<file path="src/rtl/if_fetch_ctrl_if.sv">
// rtl/if_fetch_ctrl_if.sv - IF-stage bundle: instruction SRAM port, redirect inputs, IF->ID handshake
interface if_fetch_ctrl_if;
    // redirect sources
    logic        wb_ex;
    logic [31:0] ex_entry;
    logic        id_br_taken;
    logic [31:0] id_br_target;
    // ID-side handshake
    logic        id_allow_in;
    logic        if_valid;
    logic        if_ready_go;
    logic [31:0] if_pc;
    logic [31:0] if_inst;
    // instruction SRAM-like port
    logic        inst_sram_req;
    logic [31:0] inst_sram_addr;
    logic        inst_sram_addr_ok;
    logic        inst_sram_data_ok;
    logic [31:0] inst_sram_rdata;

    modport master (
        input  wb_ex, ex_entry, id_br_taken, id_br_target, id_allow_in,
        input  inst_sram_addr_ok, inst_sram_data_ok, inst_sram_rdata,
        output if_valid, if_ready_go, if_pc, if_inst,
        output inst_sram_req, inst_sram_addr
    );

    modport slave (
        output wb_ex, ex_entry, id_br_taken, id_br_target, id_allow_in,
        output inst_sram_addr_ok, inst_sram_data_ok, inst_sram_rdata,
        input  if_valid, if_ready_go, if_pc, if_inst,
        input  inst_sram_req, inst_sram_addr
    );
endinterface

</file>
<file path="src/rtl/if_fetch_ctrl.sv">
// rtl/if_fetch_ctrl.sv - IF-stage fetch controller with single outstanding request and redirect drop
module if_fetch_ctrl #(
    parameter logic [31:0] RESET_PC = 32'h1C00_0000
) (
    input  logic              clk,
    input  logic              rst,
    if_fetch_ctrl_if.master   bus
);

    typedef enum logic [1:0] {
        REQ       = 2'd0,
        WAIT_DATA = 2'd1,
        HOLD      = 2'd2
    } state_t;

    state_t      state_q, state_d;
    logic [31:0] fetch_pc_q, fetch_pc_d;
    logic [31:0] if_pc_q, if_pc_d;
    logic [31:0] inst_buf_q, inst_buf_d;
    logic        drop_q, drop_d;
    logic        redir_valid_q, redir_valid_d;
    logic [31:0] redir_pc_q, redir_pc_d;
    // run_q keeps req low until the first edge after reset release
    logic        run_q;

    logic        redir;
    logic [31:0] redir_target;
    logic        req;
    logic        addr_acc;

    assign redir        = bus.wb_ex | bus.id_br_taken;
    assign redir_target = bus.wb_ex ? bus.ex_entry : bus.id_br_target;
    assign req          = (state_q == REQ) && run_q;
    assign addr_acc     = req && bus.inst_sram_addr_ok;

    // next-state and datapath updates for the fetch FSM
    always_comb begin
        state_d       = state_q;
        fetch_pc_d    = fetch_pc_q;
        if_pc_d       = if_pc_q;
        inst_buf_d    = inst_buf_q;
        drop_d        = drop_q;
        redir_valid_d = redir_valid_q;
        redir_pc_d    = redir_pc_q;
        case (state_q)
            REQ: begin
                if (addr_acc) begin
                    // the issued request is stale if any redirect is pending or arriving now
                    if_pc_d       = fetch_pc_q;
                    state_d       = WAIT_DATA;
                    drop_d        = redir | redir_valid_q;
                    redir_valid_d = 1'b0;
                    if (redir) begin
                        fetch_pc_d = redir_target;
                    end else if (redir_valid_q) begin
                        fetch_pc_d = redir_pc_q;
                    end else begin
                        fetch_pc_d = fetch_pc_q + 32'd4;
                    end
                end else if (redir) begin
                    // address must stay stable until accepted, so park the target
                    redir_valid_d = 1'b1;
                    redir_pc_d    = redir_target;
                end
            end
            WAIT_DATA: begin
                if (bus.inst_sram_data_ok) begin
                    drop_d  = 1'b0;
                    state_d = REQ;
                    if (redir) begin
                        fetch_pc_d = redir_target;
                    end else if (!drop_q && !bus.id_allow_in) begin
                        inst_buf_d = bus.inst_sram_rdata;
                        state_d    = HOLD;
                    end
                end else if (redir) begin
                    drop_d     = 1'b1;
                    fetch_pc_d = redir_target;
                end
            end
            HOLD: begin
                if (redir) begin
                    fetch_pc_d = redir_target;
                    state_d    = REQ;
                end else if (bus.id_allow_in) begin
                    state_d = REQ;
                end
            end
            default: begin
                state_d = REQ;
            end
        endcase
    end

    // state and datapath registers
    always_ff @(posedge clk or negedge rst) begin
        if (!rst) begin
            state_q       <= REQ;
            fetch_pc_q    <= RESET_PC;
            if_pc_q       <= 32'd0;
            inst_buf_q    <= 32'd0;
            drop_q        <= 1'b0;
            redir_valid_q <= 1'b0;
            redir_pc_q    <= 32'd0;
            run_q         <= 1'b0;
        end else begin
            state_q       <= state_d;
            fetch_pc_q    <= fetch_pc_d;
            if_pc_q       <= if_pc_d;
            inst_buf_q    <= inst_buf_d;
            drop_q        <= drop_d;
            redir_valid_q <= redir_valid_d;
            redir_pc_q    <= redir_pc_d;
            run_q         <= 1'b1;
        end
    end

    assign bus.inst_sram_req  = req;
    assign bus.inst_sram_addr = fetch_pc_q;
    assign bus.if_pc          = if_pc_q;
    assign bus.if_inst        = (state_q == HOLD) ? inst_buf_q : bus.inst_sram_rdata;
    assign bus.if_ready_go    = (state_q == HOLD) ||
                                ((state_q == WAIT_DATA) && bus.inst_sram_data_ok && !drop_q);
    assign bus.if_valid       = (((state_q == WAIT_DATA) && !drop_q) || (state_q == HOLD)) && !redir;

endmodule

</file>
<file path="src/flat_wrapper.sv">
// flat-port wrapper written by rule: the top's interface ports become plain ports
module if_fetch_ctrl_flat 
#(
    parameter logic [31:0] RESET_PC = 32'h1C00_0000
)
  (clk, rst, bus_wb_ex, bus_ex_entry, bus_id_br_taken, bus_id_br_target, bus_id_allow_in, bus_inst_sram_addr_ok, bus_inst_sram_data_ok, bus_inst_sram_rdata, bus_if_valid, bus_if_ready_go, bus_if_pc, bus_if_inst, bus_inst_sram_req, bus_inst_sram_addr);
  if_fetch_ctrl_if bus_i ();
  input  logic clk;
  input  logic rst;
  input wire logic [$bits(bus_i.wb_ex)-1:0] bus_wb_ex;
  input wire logic [$bits(bus_i.ex_entry)-1:0] bus_ex_entry;
  input wire logic [$bits(bus_i.id_br_taken)-1:0] bus_id_br_taken;
  input wire logic [$bits(bus_i.id_br_target)-1:0] bus_id_br_target;
  input wire logic [$bits(bus_i.id_allow_in)-1:0] bus_id_allow_in;
  input wire logic [$bits(bus_i.inst_sram_addr_ok)-1:0] bus_inst_sram_addr_ok;
  input wire logic [$bits(bus_i.inst_sram_data_ok)-1:0] bus_inst_sram_data_ok;
  input wire logic [$bits(bus_i.inst_sram_rdata)-1:0] bus_inst_sram_rdata;
  output wire logic [$bits(bus_i.if_valid)-1:0] bus_if_valid;
  output wire logic [$bits(bus_i.if_ready_go)-1:0] bus_if_ready_go;
  output wire logic [$bits(bus_i.if_pc)-1:0] bus_if_pc;
  output wire logic [$bits(bus_i.if_inst)-1:0] bus_if_inst;
  output wire logic [$bits(bus_i.inst_sram_req)-1:0] bus_inst_sram_req;
  output wire logic [$bits(bus_i.inst_sram_addr)-1:0] bus_inst_sram_addr;
  assign bus_i.wb_ex = bus_wb_ex;
  assign bus_i.ex_entry = bus_ex_entry;
  assign bus_i.id_br_taken = bus_id_br_taken;
  assign bus_i.id_br_target = bus_id_br_target;
  assign bus_i.id_allow_in = bus_id_allow_in;
  assign bus_i.inst_sram_addr_ok = bus_inst_sram_addr_ok;
  assign bus_i.inst_sram_data_ok = bus_inst_sram_data_ok;
  assign bus_i.inst_sram_rdata = bus_inst_sram_rdata;
  assign bus_if_valid = bus_i.if_valid;
  assign bus_if_ready_go = bus_i.if_ready_go;
  assign bus_if_pc = bus_i.if_pc;
  assign bus_if_inst = bus_i.if_inst;
  assign bus_inst_sram_req = bus_i.inst_sram_req;
  assign bus_inst_sram_addr = bus_i.inst_sram_addr;
  if_fetch_ctrl #(.RESET_PC(RESET_PC)) u_core (.clk(clk), .rst(rst), .bus(bus_i));
endmodule
</file>
<file path="config.mk">
export PLATFORM = sky130hd
export DESIGN_NAME = if_fetch_ctrl_flat
export DESIGN_NICKNAME = d
export VERILOG_FILES = /design/src/rtl/if_fetch_ctrl_if.sv /design/src/rtl/if_fetch_ctrl.sv /design/src/flat_wrapper.sv
export SDC_FILE = /design/constraint.sdc
export NUM_CORES = 1
export LEC_CHECK = 0
export BUFFER_PORTS_ARGS = -buffer_cell sky130_fd_sc_hd__buf_2
export CAP_MARGIN = 20
export CORE_MARGIN = 4
export CORE_UTILIZATION = 50
export DETAILED_ROUTE_END_ITERATION = 10
export PLACE_DENSITY = 0.77
export SLEW_MARGIN = 15
export SYNTH_ARGS = -nofsm -noshare
export SYNTH_HDL_FRONTEND = slang
export SYNTH_SLANG_ARGS = --single-unit
</file>
<file path="constraint.sdc">
create_clock -name clk -period 2.4 [get_ports clk]
set_input_delay 0.36 -clock clk [delete_from_list [all_inputs] [get_ports clk]]
set_output_delay 0.36 -clock clk [all_outputs]
set_load 0.01 [all_outputs]
</file>
Word-level counts from Yosys, hierarchy flattened:

Index checks and enable logic that the tools add are counted.

* register bits: 133
* input port bits: 103
* output and inout bits: 99
* word-level logic and storage cells: 63

* $add $sub $neg: 1
* eq/ne operators: 7
* multiplexer cells: 19
* bitwise operators: 4
* reductions and logical operators: 24

Operators with widths (count)
* 32-bit two-way mux: 6
* 32-bit case mux with 2 select lines: 1
* 32-bit by 3-bit adder with 32-bit output, second input constant: 1
* 2-bit two-way mux: 6
* 3-bit AND reduction: 4
* 1-bit logical AND: 7
* 3-bit by 2-bit inequality test with 1-bit output, second input constant: 2
* 2-bit case mux with 3 select lines: 1
* 2-bit nonzero test: 3
* 1-bit two-way mux: 4
* 2-bit by 1-bit inequality test with 1-bit output, second input constant: 2
* 2-bit AND reduction: 2
* 4-bit AND reduction: 1
* 1-bit zero test: 3
* 2-bit by 1-bit equality test with 1-bit output, second input constant: 1
* 2-bit equality test, second input constant: 1
* 2-bit zero test: 1
* 1-bit logical OR: 2
* 2-bit inequality test, second input constant: 1
* 1-bit inverter: 2
* 1-bit bitwise OR: 2
* 1-bit case mux with 2 select lines: 1
* 2-bit OR reduction: 1

Logic depth before layout (Yosys ltp):

Gate-level depths: netlist of run 1.

* depth after elaboration: 6
* gate-level depth with buffers: 9
* gate-level depth less buffers: 7

Worst setup path before layout of run 1:

Ideal clock, no wire load.

* kind: register -> output
* start point: register u_core.state_q[0]
* end point: output bus_if_inst[10]
* arrival time: 1.631 ns
* data required time: 2.040 ns
* path slack: 0.409 ns
* stages on the path, launching flop included: 6
* buffers on the path: 2
* path through: dfrtp_1 > inv_1 > ha_1 > clkbuf_1 > clkbuf_1 > mux2_2

* word-level cells in the longest chain between the ends: 2

RTL lines
* from (decl): RTL line if_fetch_ctrl.sv:16 `state_t state_q, state_d;`
* from (signal assigned): RTL line if_fetch_ctrl.sv:107 `state_q <= state_d;`
* 2-bit equality test: RTL line if_fetch_ctrl.sv:121 `assign bus.if_inst = (state_q == HOLD) ? inst_buf_q : bus.inst_sram_rdata;`
* 32-bit two-way mux: RTL line if_fetch_ctrl.sv:121
* to (decl): RTL line flat_wrapper.sv:21 `output wire logic [$bits(bus_i.if_inst)-1:0] bus_if_inst;`

No other way between the ends.

Worst setup path in the final report of run 1:

* start point: register u_core.state_q[0]
* end point: output bus_if_inst[22]

The elaborated chain is that of the path after synthesis.

==> metrics.yaml, run 1 <==
clock_tree:
  cts_root_buf: "clkbuf_16"
  htree_levels: 4
  cts.sinks: 133
  clk_latency_ns: 0.41
  cts_setup_buffers: 0
  clockBufferDepth: 2
  cts_tree: "done"
  cts_buffers: 17
  clk_pin_slew_ns: 0.06
logic_synthesis:
  synth_fp_nets: 761
  yosysTopAreaCell: "dfrtp_1"
  netlist_area_um2: 7030
  synth_xor_area_share_pct: 0.997
  synthArstFlopShare_pct: 100
  synthSimpleGateAreaFrac_pct: 11.2
  synth_cell_types: 62
  synth_area_leaders: "dfrtp_1 46%, mux2_2 18%, mux2i_1 4.3%"
  synth_top_area_share_pct: 46.3
  yosysWarnings: 0
  synth_flop_cell: "dfrtp_1"
  yosysSeqAreaShare_pct: 47.4
  ys_top_cells_by_count: "130 x dfrtp_1, 110 x mux2_2, 65 x nand2_1"
  synth.avg_cell_area_um2: 10.8
  synth_compound_area_share_pct: 13.2
  synth-adder-area-share_pct: 1.07
  synthCells: 652
  synth_seq_cells: 133
  synth_mux_area_share_pct: 21.9
  synth_top_family_by_area: "multiplexers"
  yosysMostFrequentCell: "dfrtp_1"
  synth_edf_count: 0
pwr:
  vdd_drop_max_mv: 0.574
  power.share.clock_pct: 22.6
  p_total_mw: 10.7
  p_leak_nw: 4.12
  combinationalPowerShare_pct: 38.2
  pwr-share-seq_pct: 39.2
  power_switching_share_pct: 36.8
  powerDensity_nw_per_um2: 1210
  p_switching_mw: 3.93
  p_int_mw: 6.75
global_route:
  grt-ovfl-total: 0
  grt_pass1_wl_um: 30200
  grt_pass1_vias: 5950
  grt_use_total_pct: 23.3
  antenna_found_initial: 0
  grt_max_degree: 58
timing:
  maxSlewHeadroom_pct: 64.0
  setup_ws_ns: 0.164
  min_period_ns: 2.24
  rsz0062_at_grt: "false"
  fin_worst_skew_ns: 0.00676
  slew_viol_final: 0
  hold_ws_ns: 0.188
  worst-slew-pin-transition_ns: 0.537
  setup_viol: 0
  finalCritPeriodShare_pct: 93.2
  fmax_ghz: 0.447
  finalSetupTns_ns: 0
  hold_violations: 0
drt:
  ant_nets: 0
  post_drt_wl_per_cell_um: 17.7
  vias_per_cell: 5.69
  vias: 5936
  dr.pass1.iters: 5
  routed_wl_um: 18400
  drc: 0
  drt_iter0_markers: 386
critical_path:
  slowest_stage: "dfrtp_1"
  start_kind: "flip-flop"
  worstPathCellList: "inv_1 > ha_1 > buf_12 > mux2_2 > buf_2"
  r2r_cells: 6
  critPathKind: "reg2out"
  critPathCapture: "bus_if_inst[22]"
  path_buf_inv: 3
  timing.rr.end: "u_core.bus.inst_sram_addr[28]"
  crit_start: "u_core.state_q[0]"
  max_stage_delay_ns: 0.40
  worst_ep_required_time_ns: 2.04
  worst-path-stages: 5
  end_kind: "output port"
  worstPathMaxFanout: 35
  cp_top_family: "buffers and inverters"
  worst-r2r-setup-slack_ns: 0.21
  r2r_start: "u_core.bus.inst_sram_addr[2]"
  cp.arrival_ns: 1.88
placed_design:
  place.gp.congestion: 0.937
  portBuffers: 201
  dpl-instance-area_um2: 8280
  place_ws_ns: 0.190
  place_hpwl_um: 13500
floorplan:
  initial_utilization_pct: 50.8
  dieArea_um2: 16000
  core_area_um2: 13800
  ios: 202
  die_width_um: 127
  row_count: 43
  die_height_um: 127
finish:
  diodes: 0
  layout-drive-gt1-share_pct: 44.3
  syn_to_final_growth_pct: 25.9
  fin_nets: 960
  fin_area_um2: 8840
run_status:
  status: "complete, no violations"
job:
  maxCapViolCount: 0
hold_path:
  min_path_type: "in2reg"
  holdPathStages: 2
cells in the final DEF, fill, tap and decap left out, drive strengths merged, types with 6 or more instances in the layout:
cell / netlist / final
nor3: 13 / 13
buf: 30 / 228
mux2: 110 / 110
ha: 6 / 6
and3: 10 / 10
clkbuf: 19 / 22
mux2i: 30 / 30
nand3: 19 / 19
nand4: 9 / 9
nor2: 17 / 17
inv: 8 / 8
o21ai: 57 / 57
a21oi: 35 / 35
nand2: 65 / 65
dfrtp: 130 / 130
clkinv: 0 / 7
state kept, by name, summed over array words and instances (netlist names):
signal	count
u_core.bus.if_pc	32
u_core.bus.inst_sram_addr	32
u_core.inst_buf_q	32
u_core.redir_pc_q	32
u_core.state_q	2
u_core.drop_q	1
u_core.redir_valid_q	1
u_core.run_q	1
worst min-delay path by stage:
stage,startpoint,end,slack (ns)
floorplan,rst,u_core.bus.if_pc[0],0.06
global placement,rst,u_core.bus.if_pc[12],0.36
detailed placement,rst,u_core.bus.if_pc[12],0.36
CTS,bus_inst_sram_rdata[27],u_core.inst_buf_q[27],0.17
global route,bus_inst_sram_rdata[27],u_core.inst_buf_q[27],0.18
finish,bus_inst_sram_rdata[27],u_core.inst_buf_q[27],0.19
repair_timing:
| item | in CTS | in global routing |
|---|---|---|
| hold endpoints to repair | 53 | 0 |
| resized for setup | 0 | 1 |
| hold buffers | 1 | 0 |
| setup endpoints to repair | 0 | 1 |
layout make-up:
class	count	area, µm²
Fill cell	1127	4980
Multi-Input combinational cell	462	3410
Sequential cell	133	3330
Timing Repair Buffer	229	1290
Clock buffer	22	474
Tap cell	180	225
Clock inverter	10	80.1
Inverter	8	30.0
routing by layer:
metal	track usage [%]	vias up	routed length, µm
met4	6.94	0	218
met3	6.02	22	1460
met1	30.0	2881	7770
li1	-	2788	-
met5	0	-	0
met2	38.9	245	8990
kinds of logic after synthesis:
group	after synthesis
simple gates	158
compound gates	149
mux	140
flops	133
buf+inv	57
xor+xnor	8
fa+ha+maj	6
other cells	1
worst reg2reg max path, cell delays in order, from the launching register on:
cell and delay (ns):
dfrtp_1 0.46, ha_1 0.21, and3_1 0.33, and4_1 0.45, nand4_4 0.17, or3_1 0.33
a32oi_1 0.16
per-stage QoR:
stage          utilization (%)  instances
2_1_floorplan                -        652
3_3_place_gp              59.9       1011
3_5_place_dp              59.9       1011
4_1_cts                   63.9       1044
5_1_grt                   64.0       1044
6_report                  64.0       1044
power by group through the flow:
stage | combinational [mW] | clock (mW) | sequential (mW)
floorplan | 2.42 | 0 | 4.25
global route | 4.51 | 2.56 | 4.34
finish | 4.08 | 2.41 | 4.19
detailed placement | 4.08 | 0 | 4.20
global placement | 3.99 | 0 | 4.14
CTS | 4.10 | 2.47 | 4.18
(Power assumes the default switching activity.)
==> run 2: changes to the inputs <==
Settings changed: PLACE_DENSITY 0.77 to 0.85.
==> run 2 against run 1 <==
Against the previous run:
- sequential cell count unchanged
- core utilization up 0.48 points
- combinational power about the same
- setup slack lost 0.084 ns
- cell area is 0.75% higher
- sequential power grew 1%
- clock skew about the same
- clock power is 11% higher
- critical path depth unchanged
- worst hold slack got worse by 0.00096 ns
- global-route usage grew 0.77 points
- sequential share of layout area fell by 0.28 points
- critical path type unchanged
- highest routed layer unchanged
==> metrics.yaml, run 2 (synthesis results as in run 1) <==
run_status:
  status: "complete, no violations"
placed_design:
  portBuffers: 201
  place.gp.congestion: 0.959
  place_hpwl_um: 13800
  dpl-instance-area_um2: 8280
clock_tree:
  cts.sinks: 133
  clk_pin_slew_ns: 0.06
  cts_setup_buffers: 0
  cts_tree: "done"
  cts_buffers: 17
  clk_latency_ns: 0.42
  cts_root_buf: "clkbuf_16"
  clockBufferDepth: 2
  htree_levels: 4
timing:
  fin_worst_skew_ns: 0.00678
  fmax_ghz: 0.431
  maxSlewHeadroom_pct: 66.1
  finalCritPeriodShare_pct: 96.7
  finalSetupTns_ns: 0
  hold_violations: 0
  setup_viol: 0
  worst-slew-pin-transition_ns: 0.504
  hold_ws_ns: 0.187
  slew_viol_final: 0
  rsz0062_at_grt: "false"
  min_period_ns: 2.32
finish:
  final_util_pct: 64.4
  layout_commonest_cell: "buf_2"
  multi_input_area_um2: 3420
  layout-drive-gt1-share_pct: 44.2
  syn_to_final_growth_pct: 26.8
  final_cell_mix: "200 x buf_2, 130 x dfrtp_1, 110 x mux2_2"
  fin_nets: 958
  seqCellArea_um2: 3330
  diodes: 0
  fin_area_um2: 8910
  fillers: 1115
floorplan:
  die_width_um: 127
  row_count: 43
  core_area_um2: 13800
  initial_utilization_pct: 50.8
  ios: 202
  dieArea_um2: 16000
  die_height_um: 127
drt:
  vias: 6064
  drt_iter0_markers: 369
  post_drt_wl_per_cell_um: 18.2
  ant_nets: 0
  dr.pass1.iters: 5
  routed_wl_um: 18900
  drc: 0
  vias_per_cell: 5.82
global_route:
  grt-ovfl-total: 0
  grt_pass1_vias: 6226
  grt_use_total_pct: 24.1
  antenna_found_initial: 0
  grt_pass1_wl_um: 31100
  grt_max_degree: 48
critical_path:
  worst_ep_required_time_ns: 2.04
  worstPathMaxFanout: 32
  critPathKind: "reg2out"
  end_kind: "output port"
  start_kind: "flip-flop"
  cp.arrival_ns: 1.96
pwr:
  powerDensity_nw_per_um2: 1230
  p_total_mw: 11.0
  p_leak_nw: 4.13
  vdd_drop_max_mv: 0.651
job:
  maxCapViolCount: 0
hold_path:
  min_path_type: "in2reg"
[run 2: worst max-delay path: stages, from the launching register on]
cell and delay [ns]:
dfrtp_1 0.41, inv_1 0.13, ha_2 0.26, buf_12 0.21, mux2_2 0.37, buf_2 0.14
[run 2: final timing paths]
path,to,start,depth (start not counted),slack [ns]
worst max-delay path,bus_if_inst[21],u_core.state_q[0],5,0.08
worst min-delay path,u_core.inst_buf_q[22],bus_inst_sram_rdata[22],2,0.19
worst max register to register,u_core.bus.inst_sram_addr[28],u_core.bus.inst_sram_addr[2],6,0.20
worst min register to register,u_core.bus.if_pc[20],u_core.bus.if_pc[20],2,0.49
max in group asynchronous,u_core.bus.inst_sram_addr[28],rst,3,1.33
min in group asynchronous,u_core.bus.inst_sram_addr[12],rst,2,0.43
[run 2: layer usage]
layer	share of wire (%)	GRT usage (%)
met1	40	29.4
met2	49	40.3
met3	8.6	7.45
met4	2.3	8.71
met5	0	0
[run 2: layout make-up]
cell class / count / share of cell area (%)
Clock buffer: 25 / 5.56
Timing Repair Buffer: 227 / 14.4
Tap cell: 180 / 2.53
Inverter: 8 / 0.337
Multi-Input combinational cell: 462 / 38.4
Clock inverter: 7 / 1.33
Sequential cell: 133 / 37.4
[run 2: where the power goes]
group	leakage, nW	internal (mW)	switching, mW
registers	1.61	3.35	0.881
logic	2.22	1.91	2.17
clock network	0.294	1.74	0.940
[run 2: timing repair]
item,CTS,global route
gates resized for setup,0,3
setup endpoints to repair,0,33
hold buffers,1,0
endpoints found under the hold margin,39,0
[run 2: per-stage QoR]
| stage | setup slack (ns) | std cells |
|---|---|---|
| after detailed placement | 0.240 | 1009 |
| after floorplan | 0.409 | 652 |
| after global routing | 0.00585 | 1042 |
| after CTS | 0.00635 | 1042 |
| final | 0.0797 | 1042 |
| after global placement | 0.312 | 1009 |
==> run 3: changes to the inputs <==
Settings changed: CTS_BUF_LIST set to sky130_fd_sc_hd__clkbuf_16.
==> run 3 against run 2 <==
Against the previous run:
- clock skew hardly changed
- largest power group unchanged
- critical path depth stayed put
- cell area decreased by 0.45%
- combinational power barely moved
- setup slack better by 0.0058 ns
- largest cell class unchanged
- cell count unchanged
==> metrics.yaml, run 3 (synthesis results as in run 1) <==
run_status:
  status: "complete, no violations"
hold_path:
  hold_path_end: "u_core.inst_buf_q[22]"
  holdPathStages: 2
  min_from: "bus_inst_sram_rdata[22]"
  min_path_type: "in2reg"
floorplan:
  dieArea_um2: 16000
  die_width_um: 127
  ios: 202
  die_height_um: 127
  row_count: 43
  initial_utilization_pct: 50.8
  core_area_um2: 13800
clock_tree:
  clk_pin_slew_ns: 0.06
  clockBufferDepth: 2
  cts_tree: "done"
  cts_buffers: 17
  cts_setup_buffers: 0
  cts_root_buf: "clkbuf_16"
  cts.sinks: 133
  htree_levels: 4
  clk_latency_ns: 0.42
finish:
  diodes: 0
  fin_area_um2: 8870
  final_cell_mix: "200 x buf_2, 130 x dfrtp_1, 110 x mux2_2"
  layout_commonest_cell: "buf_2"
  fin_nets: 958
  syn_to_final_growth_pct: 26.3
  finalNonFillerCells: 1042
  layout-drive-gt1-share_pct: 43.7
  final_util_pct: 64.1
placed_design:
  portBuffers: 201
  dpl-instance-area_um2: 8280
  place_ws_ns: 0.240
  place_hpwl_um: 13800
  placed_cells: 1009
  place.gp.congestion: 0.959
critical_path:
  start_kind: "flip-flop"
  cp_top_family: "buffers and inverters"
  end_kind: "output port"
  worstPathCellList: "inv_1 > ha_2 > buf_12 > mux2_2 > buf_2"
  worstPathMaxFanout: 32
  slowest_stage: "dfrtp_1"
  max_stage_delay_ns: 0.40
  worst_ep_required_time_ns: 2.04
  r2r_cells: 9
  critPathKind: "reg2out"
  r2r_start: "u_core.state_q[0]"
  path_buf_inv: 3
  timing.rr.end: "u_core.bus.inst_sram_addr[25]"
  worst-r2r-setup-slack_ns: 0.21
  cp.arrival_ns: 1.95
timing:
  min_period_ns: 2.31
  slew_viol_final: 0
  hold_violations: 0
  hold_ws_ns: 0.191
  setup_ws_ns: 0.0854
  worst-slew-pin-transition_ns: 0.499
  fmax_ghz: 0.432
  setup_viol: 0
  finalSetupTns_ns: 0
  finalCritPeriodShare_pct: 96.4
  rsz0062_at_grt: "false"
  fin_worst_skew_ns: 0.00662
  maxSlewHeadroom_pct: 66.5
global_route:
  grt_pass1_wl_um: 31000
  grt_use_total_pct: 24.0
  grt_max_degree: 48
  grt-ovfl-total: 0
  grt_pass1_vias: 6231
  antenna_found_initial: 0
pwr:
  p_total_mw: 10.8
  p_leak_nw: 4.12
  powerDensity_nw_per_um2: 1220
  vdd_drop_max_mv: 0.579
drt:
  vias: 6042
  dr.pass1.iters: 5
  drc: 0
  post_drt_wl_per_cell_um: 18.1
  ant_nets: 0
  routed_wl_um: 18800
  drt_iter0_markers: 359
  vias_per_cell: 5.80
job:
  maxCapViolCount: 0
[run 3: cell count changes in the layout (fill, tap and decap cells not counted)]
cell,previous run,this run
inv_1,8,12
clkinv_1,0,4
clkbuf_1,4,0
clkbuf_8,4,0
[run 3: area by class of cell]
type	count	area, µm²
clock buffers	17	425
clock inverters	15	149
fillers	1115	4960
inverters	8	30.0
multi-input cells	462	3420
flip-flops and latches	133	3330
well taps	180	225
repair buffers	227	1280
[run 3: how the worst max path moves through the flow]
stage                                            start                       endpoint  slack [ns]  cells past startpoint
after global placement    u_core.bus.inst_sram_addr[2]  u_core.bus.inst_sram_addr[28]        0.31                      6
after CTS                            u_core.state_q[0]                bus_if_inst[21]        0.01                      5
after floorplan                      u_core.state_q[0]                bus_if_inst[10]        0.41                      5
after global routing                 u_core.state_q[0]                bus_if_inst[21]       0.004                      5
after detailed placement  u_core.bus.inst_sram_addr[2]  u_core.bus.inst_sram_addr[28]        0.24                      6
final                                u_core.state_q[0]                bus_if_inst[21]        0.09                      5
[run 3: report_power, final]
group	total, mW	internal (mW)	switching (mW)
Combinational	4.09	1.91	2.18
Clock	2.53	1.60	0.927
Sequential	4.22	3.35	0.871
[run 3: repair_timing]
item | 4_1_cts | 5_1_grt
hold buffers | 1 | 0
gates resized for setup | 0 | 3
endpoints found under the hold margin | 39 | 0
setup endpoints to repair | 0 | 33
[run 3: metal layers]
metal  routed length [µm]  share of wire (%)  vias up  track usage (%)
li1                     -                  -     2793                -
met1                 7430                 39     2936             29.2
met2                 9330                 50      273             40.3
met3                 1650                8.8       40             7.41
met4                  414                2.2        0             8.58
met5                    0                  0        -                0
